File: config.mk
export PLATFORM = sky130hd
export DESIGN_NAME = sha256_msg_schedule
export DESIGN_NICKNAME = d
export VERILOG_FILES = /design/src/rtl/sha256_pkg.sv /design/src/rtl/sha256_sched_word.sv /design/src/rtl/sha256_msg_schedule.sv
export SDC_FILE = /design/constraint.sdc
export NUM_CORES = 1
export LEC_CHECK = 0
export BUFFER_PORTS_ARGS = -buffer_cell sky130_fd_sc_hd__buf_2
export CAP_MARGIN = 20
export CORE_UTILIZATION = 50
export CTS_BUF_LIST = sky130_fd_sc_hd__clkbuf_4 sky130_fd_sc_hd__clkbuf_8
export DETAILED_ROUTE_END_ITERATION = 6
export PLACE_DENSITY = 0.74
export SYNTH_ARGS = -nofsm -noshare
export SYNTH_HDL_FRONTEND = slang
export SYNTH_SLANG_ARGS = --single-unit
File: constraint.sdc
create_clock -name sys_clk -period 10.1 [get_ports sys_clk]
set_input_delay 2.02 -clock sys_clk [delete_from_list [all_inputs] [get_ports sys_clk]]
set_output_delay 2.02 -clock sys_clk [all_outputs]
set_load 0.02 [all_outputs]
File: src/rtl/sha256_pkg.sv
// rtl/sha256_pkg.sv - shared SHA-256 constants, widths, state type and round functions
package sha256_pkg;

  localparam int unsigned WORD_W  = 32;
  localparam int unsigned BLOCK_W = 512;
  localparam int unsigned WIN_LEN = BLOCK_W / WORD_W;

  typedef enum logic {
    ST_IDLE,
    ST_STREAM
  } sched_state_e;

  localparam logic [31:0] H0 [8] = '{
    32'h6a09e667, 32'hbb67ae85, 32'h3c6ef372, 32'ha54ff53a,
    32'h510e527f, 32'h9b05688c, 32'h1f83d9ab, 32'h5be0cd19
  };

  localparam logic [31:0] K [64] = '{
    32'h428a2f98, 32'h71374491, 32'hb5c0fbcf, 32'he9b5dba5,
    32'h3956c25b, 32'h59f111f1, 32'h923f82a4, 32'hab1c5ed5,
    32'hd807aa98, 32'h12835b01, 32'h243185be, 32'h550c7dc3,
    32'h72be5d74, 32'h80deb1fe, 32'h9bdc06a7, 32'hc19bf174,
    32'he49b69c1, 32'hefbe4786, 32'h0fc19dc6, 32'h240ca1cc,
    32'h2de92c6f, 32'h4a7484aa, 32'h5cb0a9dc, 32'h76f988da,
    32'h983e5152, 32'ha831c66d, 32'hb00327c8, 32'hbf597fc7,
    32'hc6e00bf3, 32'hd5a79147, 32'h06ca6351, 32'h14292967,
    32'h27b70a85, 32'h2e1b2138, 32'h4d2c6dfc, 32'h53380d13,
    32'h650a7354, 32'h766a0abb, 32'h81c2c92e, 32'h92722c85,
    32'ha2bfe8a1, 32'ha81a664b, 32'hc24b8b70, 32'hc76c51a3,
    32'hd192e819, 32'hd6990624, 32'hf40e3585, 32'h106aa070,
    32'h19a4c116, 32'h1e376c08, 32'h2748774c, 32'h34b0bcb5,
    32'h391c0cb3, 32'h4ed8aa4a, 32'h5b9cca4f, 32'h682e6ff3,
    32'h748f82ee, 32'h78a5636f, 32'h84c87814, 32'h8cc70208,
    32'h90befffa, 32'ha4506ceb, 32'hbef9a3f7, 32'hc67178f2
  };

  // Rotate right; n is always a constant in 1..31 at the call sites.
  function automatic logic [31:0] rotr(input logic [31:0] x, input int unsigned n);
    return (x >> n) | (x << (WORD_W - n));
  endfunction

  // Message-schedule small sigma functions.
  function automatic logic [31:0] sigma0(input logic [31:0] x);
    return rotr(x, 7) ^ rotr(x, 18) ^ (x >> 3);
  endfunction

  function automatic logic [31:0] sigma1(input logic [31:0] x);
    return rotr(x, 17) ^ rotr(x, 19) ^ (x >> 10);
  endfunction

  // Compression-round functions, kept here so both blocks share one definition.
  function automatic logic [31:0] big_sigma0(input logic [31:0] x);
    return rotr(x, 2) ^ rotr(x, 13) ^ rotr(x, 22);
  endfunction

  function automatic logic [31:0] big_sigma1(input logic [31:0] x);
    return rotr(x, 6) ^ rotr(x, 11) ^ rotr(x, 25);
  endfunction

  function automatic logic [31:0] ch(input logic [31:0] x, input logic [31:0] y,
                                     input logic [31:0] z);
    return (x & y) ^ (~x & z);
  endfunction

  function automatic logic [31:0] maj(input logic [31:0] x, input logic [31:0] y,
                                      input logic [31:0] z);
    return (x & y) ^ (x & z) ^ (y & z);
  endfunction

endpackage

File: src/rtl/sha256_sched_word.sv
// rtl/sha256_sched_word.sv - combinational next schedule word W[t+16] from the window
module sha256_sched_word
  import sha256_pkg::*;
(
  input  logic [31:0] w_t,
  input  logic [31:0] w_t1,
  input  logic [31:0] w_t9,
  input  logic [31:0] w_t14,
  output logic [31:0] w_new
);

  // W[t+16] = sigma1(W[t+14]) + W[t+9] + sigma0(W[t+1]) + W[t], wrapping mod 2^32.
  always_comb begin
    w_new = sigma1(w_t14) + w_t9 + sigma0(w_t1) + w_t;
  end

endmodule

File: src/rtl/sha256_msg_schedule.sv
// rtl/sha256_msg_schedule.sv - streams W0..W(NUM_ROUNDS-1) from one 512-bit block
module sha256_msg_schedule
  import sha256_pkg::*;
#(
  parameter int unsigned NUM_ROUNDS = 64
) (
  input  logic         sys_clk,
  input  logic         rst_n,
  input  logic         blk_valid,
  output logic         blk_ready,
  input  logic [511:0] blk_data,
  input  logic         abort,
  output logic         w_valid,
  input  logic         w_ready,
  output logic [31:0]  w_data,
  output logic [5:0]   w_index,
  output logic         w_last,
  output logic         busy
);

  localparam logic [5:0] LAST_T = 6'(NUM_ROUNDS - 1);

  sched_state_e state, state_nxt;
  logic [31:0]  window [WIN_LEN];
  logic [5:0]   t;
  logic [31:0]  w_new;
  logic         last_word;
  logic         load;
  logic         word_hs;
  logic         aborting;

  assign last_word = (t == LAST_T);
  assign load      = blk_valid && blk_ready;
  // Abort wins over a same-cycle handshake, so the word is not consumed.
  assign aborting  = (state == ST_STREAM) && abort;
  assign word_hs   = w_valid && w_ready && !abort;

  assign w_data  = window[0];
  assign w_index = t;
  assign w_last  = (state == ST_STREAM) && last_word;

  sha256_sched_word u_sched_word (
    .w_t   (window[0]),
    .w_t1  (window[1]),
    .w_t9  (window[9]),
    .w_t14 (window[14]),
    .w_new (w_new)
  );

  // State register.
  always_ff @(posedge sys_clk or negedge rst_n) begin
    if (!rst_n) state <= ST_IDLE;
    else        state <= state_nxt;
  end

  // Next state and handshake outputs; blk_ready stays low while reset is held.
  always_comb begin
    state_nxt = state;
    blk_ready = 1'b0;
    w_valid   = 1'b0;
    busy      = 1'b0;
    case (state)
      ST_IDLE: begin
        blk_ready = rst_n;
        if (blk_valid && rst_n) state_nxt = ST_STREAM;
      end
      ST_STREAM: begin
        w_valid = 1'b1;
        busy    = 1'b1;
        if (abort)                       state_nxt = ST_IDLE;
        else if (w_ready && last_word)   state_nxt = ST_IDLE;
      end
      default: state_nxt = ST_IDLE;
    endcase
  end

  // Sliding 16-word window and round counter.
  always_ff @(posedge sys_clk or negedge rst_n) begin
    if (!rst_n) begin
      for (int i = 0; i < WIN_LEN; i++) window[i] <= '0;
      t <= '0;
    end else if (load) begin
      for (int i = 0; i < WIN_LEN; i++) window[i] <= blk_data[BLOCK_W-1-WORD_W*i -: WORD_W];
      t <= '0;
    end else if (aborting) begin
      t <= '0;
    end else if (word_hs) begin
      for (int i = 0; i < WIN_LEN - 1; i++) window[i] <= window[i+1];
      window[WIN_LEN-1] <= w_new;
      t <= last_word ? 6'd0 : t + 6'd1;
    end
  end

endmodule

==> impl_metrics.env <==
export IMPL_cts_buffers_inserted=87
export IMPL_synth_cell_area_um2=27700
export IMPL_synth_simple_area_share_pct=21.4
export IMPL_place_congestion=0.959
export IMPL_htreeDepth=3
export IMPL_fmax_mhz=200
export IMPL_cp_slowest_cell="buf_8"
export IMPL_ctsHoldBuffers=0
export IMPL_crit_chain="buf_8 -> nor2b_1 -> buf_2"
export IMPL_grt_max_degree=247
export IMPL_synthTopCellsByArea="dfrtp_1, nand2_1, a31oi_1, nor2_1, fa_1"
export IMPL_layout_nets=4364
export IMPL_syn2layout_area_growth_pct=16.6
export IMPL_die_w_um=237
export IMPL_drv_cap=0
export IMPL_netSwitchingPower_w=0.00611
export IMPL_power_internal_w=0.00669
export IMPL_dieArea_um2=56300
export IMPL_yosysSeqAreaShare_pct=46.9
export IMPL_period_share_pct=49.6
export IMPL_path_class="in2out"
export IMPL_avgRoutedWirePerCell_um=21.3
export IMPL_finalSetupTns_ns=0
export IMPL_hold_viol=0
export IMPL_cts_clk_slew_worst_paths_ns=0.06
export IMPL_initial_core_util_pct=51.0
export IMPL_hpwl_um=70100
export IMPL_syn_inst=3396
export IMPL_grt_total_usage_pct=34.1
export IMPL_final_cells=4534
export IMPL_synth_fa_ha_area_share_pct=5.93
export IMPL_first_pass_iters=7
export IMPL_start_kind="input port"
export IMPL_hp_class="reg2reg"
export IMPL_r2r_cells=15
export IMPL_post_synth_top_area_cell="dfrtp_1"
export IMPL_cp_data_arrival_time_ns=2.99
export IMPL_yosys_register_bits=519
export IMPL_port_buffers=558
export IMPL_power_frac_clock_pct=16.2
export IMPL_syn_nets=4007
export IMPL_seqPwrFrac_pct=25.3
export IMPL_min_path_cells=2
export IMPL_post_route_util_pct=59.5
export IMPL_powerDensity_nw_per_um2=396
export IMPL_p_leak_nw=15.6
export IMPL_crit_fanout=68
export IMPL_synth_warnings=0
export IMPL_slew_viol_final=0
export IMPL_grt_first_pass_wirelength_um=144000
export IMPL_drtIter0Drc=2689
export IMPL_rr_startpoint="window[457]$_DFFE_PN0P_"
export IMPL_tightest_slew_ns=1.11
export IMPL_antenna_found_initial=19
export IMPL_cts_tree="yes"
export IMPL_min_to="window[20]$_DFFE_PN0P_"
export IMPL_async_flop_share_pct=100
export IMPL_power_frac_comb_pct=58.5
export IMPL_cp_data_required_time_ns=8.08
export IMPL_slowest_delay_ns=0.37
export IMPL_min_from="window[20]$_DFFE_PN0P_"
export IMPL_synth_distinct_cells=49
export IMPL_synth_compound_area_share_pct=14.4
export IMPL_overflow=0
export IMPL_synth_top_area_share_pct=46.9
export IMPL_swShare_pct=47.7
export IMPL_ant_nets=0
export IMPL_cts_sinks=519
export IMPL_clock_root_buffer="clkbuf_8"
export IMPL_ir_worst_vdd_mv=0.409
export IMPL_period_needed_ns=5.01
export IMPL_setup_viol=0
export IMPL_endpoint_kind="primary output"
export IMPL_clockBufferDepth=3
export IMPL_outcome="finished with violations"
export IMPL_slew_headroom_pct=26.3
export IMPL_muxShareOfSynthArea_pct=0
export IMPL_rsz0062_at_grt="false"
export IMPL_holdWs_ns=0.506
export IMPL_wl_um=96700
export IMPL_violations="design-rule violations"
export IMPL_coreArea_um2=54200
export IMPL_grt_pass1_vias=23700
export IMPL_die_h_um=237
export IMPL_finClkSkew_ns=0.0447
export IMPL_synthFlopType="dfrtp_1"
export IMPL_row_count=85
export IMPL_synth_edf_count=0
export IMPL_ff2ff_setup_slack_ns=5.40
export IMPL_postCtsSetupRepairBufs=0
export IMPL_clkLatencyLatePin_ns=0.70
export IMPL_drive_gt1_share_pct=19.8
export IMPL_drc=2
export IMPL_cts_resized=0
export IMPL_vias=25400
export IMPL_ios=559
export IMPL_avgSynthCellArea_um2=8.15
export IMPL_timing_rr_end="window[14]$_DFFE_PN0P_"
export IMPL_dp_cells=4360
export IMPL_synth_top_family_by_area="simple AND/OR/NAND/NOR gates"
export IMPL_via_per_inst=5.60
export IMPL_synth_xor_xnor_area_share_pct=4.68
## power by group through the flow
stage / Sequential [W] / Clock [W] / Combinational, W
after floorplan: 0.00289 / 0 / 0.00544
after global placement: 0.00324 / 0 / 0.00742
after detailed placement: 0.00324 / 0 / 0.00743
after CTS: 0.00322 / 0.00209 / 0.00748
after global routing: 0.00328 / 0.00218 / 0.00825
final: 0.00324 / 0.00207 / 0.00749
## area by class of cell
type	count	area (µm²)
clock buffers	143	1800
clock inverters	15	149
diodes	16	40.0
flip-flops and latches	519	13000
well taps	696	871
multi-input cells	2434	12900
inverters	131	492
fillers	4968	22000
repair buffers	580	3060
## synth_stat cells, types with 6 or more instances
| library cell | instances |
|---|---|
| clkbuf_1 | 240 |
| o21ai_0 | 42 |
| nand3_1 | 9 |
| buf_2 | 29 |
| nor2_1 | 512 |
| a21oi_1 | 42 |
| fa_1 | 62 |
| ha_1 | 32 |
| a21o_1 | 9 |
| buf_4 | 33 |
| nand2_1 | 1011 |
| xor2_1 | 28 |
| xnor2_1 | 120 |
| o21bai_1 | 6 |
| a31oi_1 | 487 |
| inv_1 | 131 |
| dfrtp_1 | 519 |
| a22oi_1 | 14 |
| buf_1 | 9 |
## through the flow
step | setup WS (ns) | cell area, µm² | total power (W)
final | 5.09 | 32300 | 0.0128
after global routing | 4.96 | 32300 | 0.0137
after CTS | 5.06 | 32200 | 0.0128
after detailed placement | 5.07 | 30300 | 0.0107
after global placement | 5.07 | 30300 | 0.0107
after floorplan | 5.68 | 27700 | 0.00833
## sequential cells by signal, summed over array words and instances (netlist names)
register and count:
state 1, window 480, w_index 6, w_data 32
## worst max-delay path: cells and delay by family
family        cells  cell delay, ns
buf+inv           2            0.59
simple gates      1            0.33
## cell usage in the layout (no fill, tap or decap), types with 3 or more instances in the layout
cell	synthesis	routed
a21oi_1	42	42
nand3_1	9	9
nor3_1	4	4
nand2_1	1011	1009
a21o_1	9	9
o21ai_0	42	42
o22ai_1	4	4
nor2_1	512	512
dfrtp_1	519	519
clkinv_2	0	7
nor2b_1	3	3
and3_4	3	3
a31oi_1	487	487
ha_1	32	32
buf_12	0	7
fa_1	62	62
diode_2	0	16
a22oi_1	14	14
o21ai_1	4	4
clkbuf_8	0	116
xor2_1	28	28
o21a_1	3	3
a211oi_1	4	4
a21boi_1	3	3
a21oi_2	3	3
nand4_1	3	3
inv_1	131	131
o21bai_1	6	6
xnor2_1	120	120
buf_2	29	557
clkbuf_4	0	27
a31o_1	3	3
buf_4	33	15
## worst max-delay path by stage
stage / start / slack [ns] / to
after floorplan: rst_n / 5.68 / blk_ready
after global placement: rst_n / 5.07 / blk_ready
after detailed placement: rst_n / 5.07 / blk_ready
after CTS: rst_n / 5.06 / blk_ready
after global routing: rst_n / 4.96 / blk_ready
final: rst_n / 5.09 / blk_ready
## cell families after synthesis
family / count (synthesis)
AOI/OAI and AO/OA: 637
xor gates and xnor gates: 148
adders and majority gates: 94
buffers and inverters: 443
DFF: 519
and+or+nand+nor: 1555
## metal layers
layer  part of all wire [%]  track usage, %
met2                     46            52.2
met5                  0.025               0
met1                     43            48.5
met4                    3.5            13.4
met3                    7.6            5.63
(Power assumes the default switching activity.)
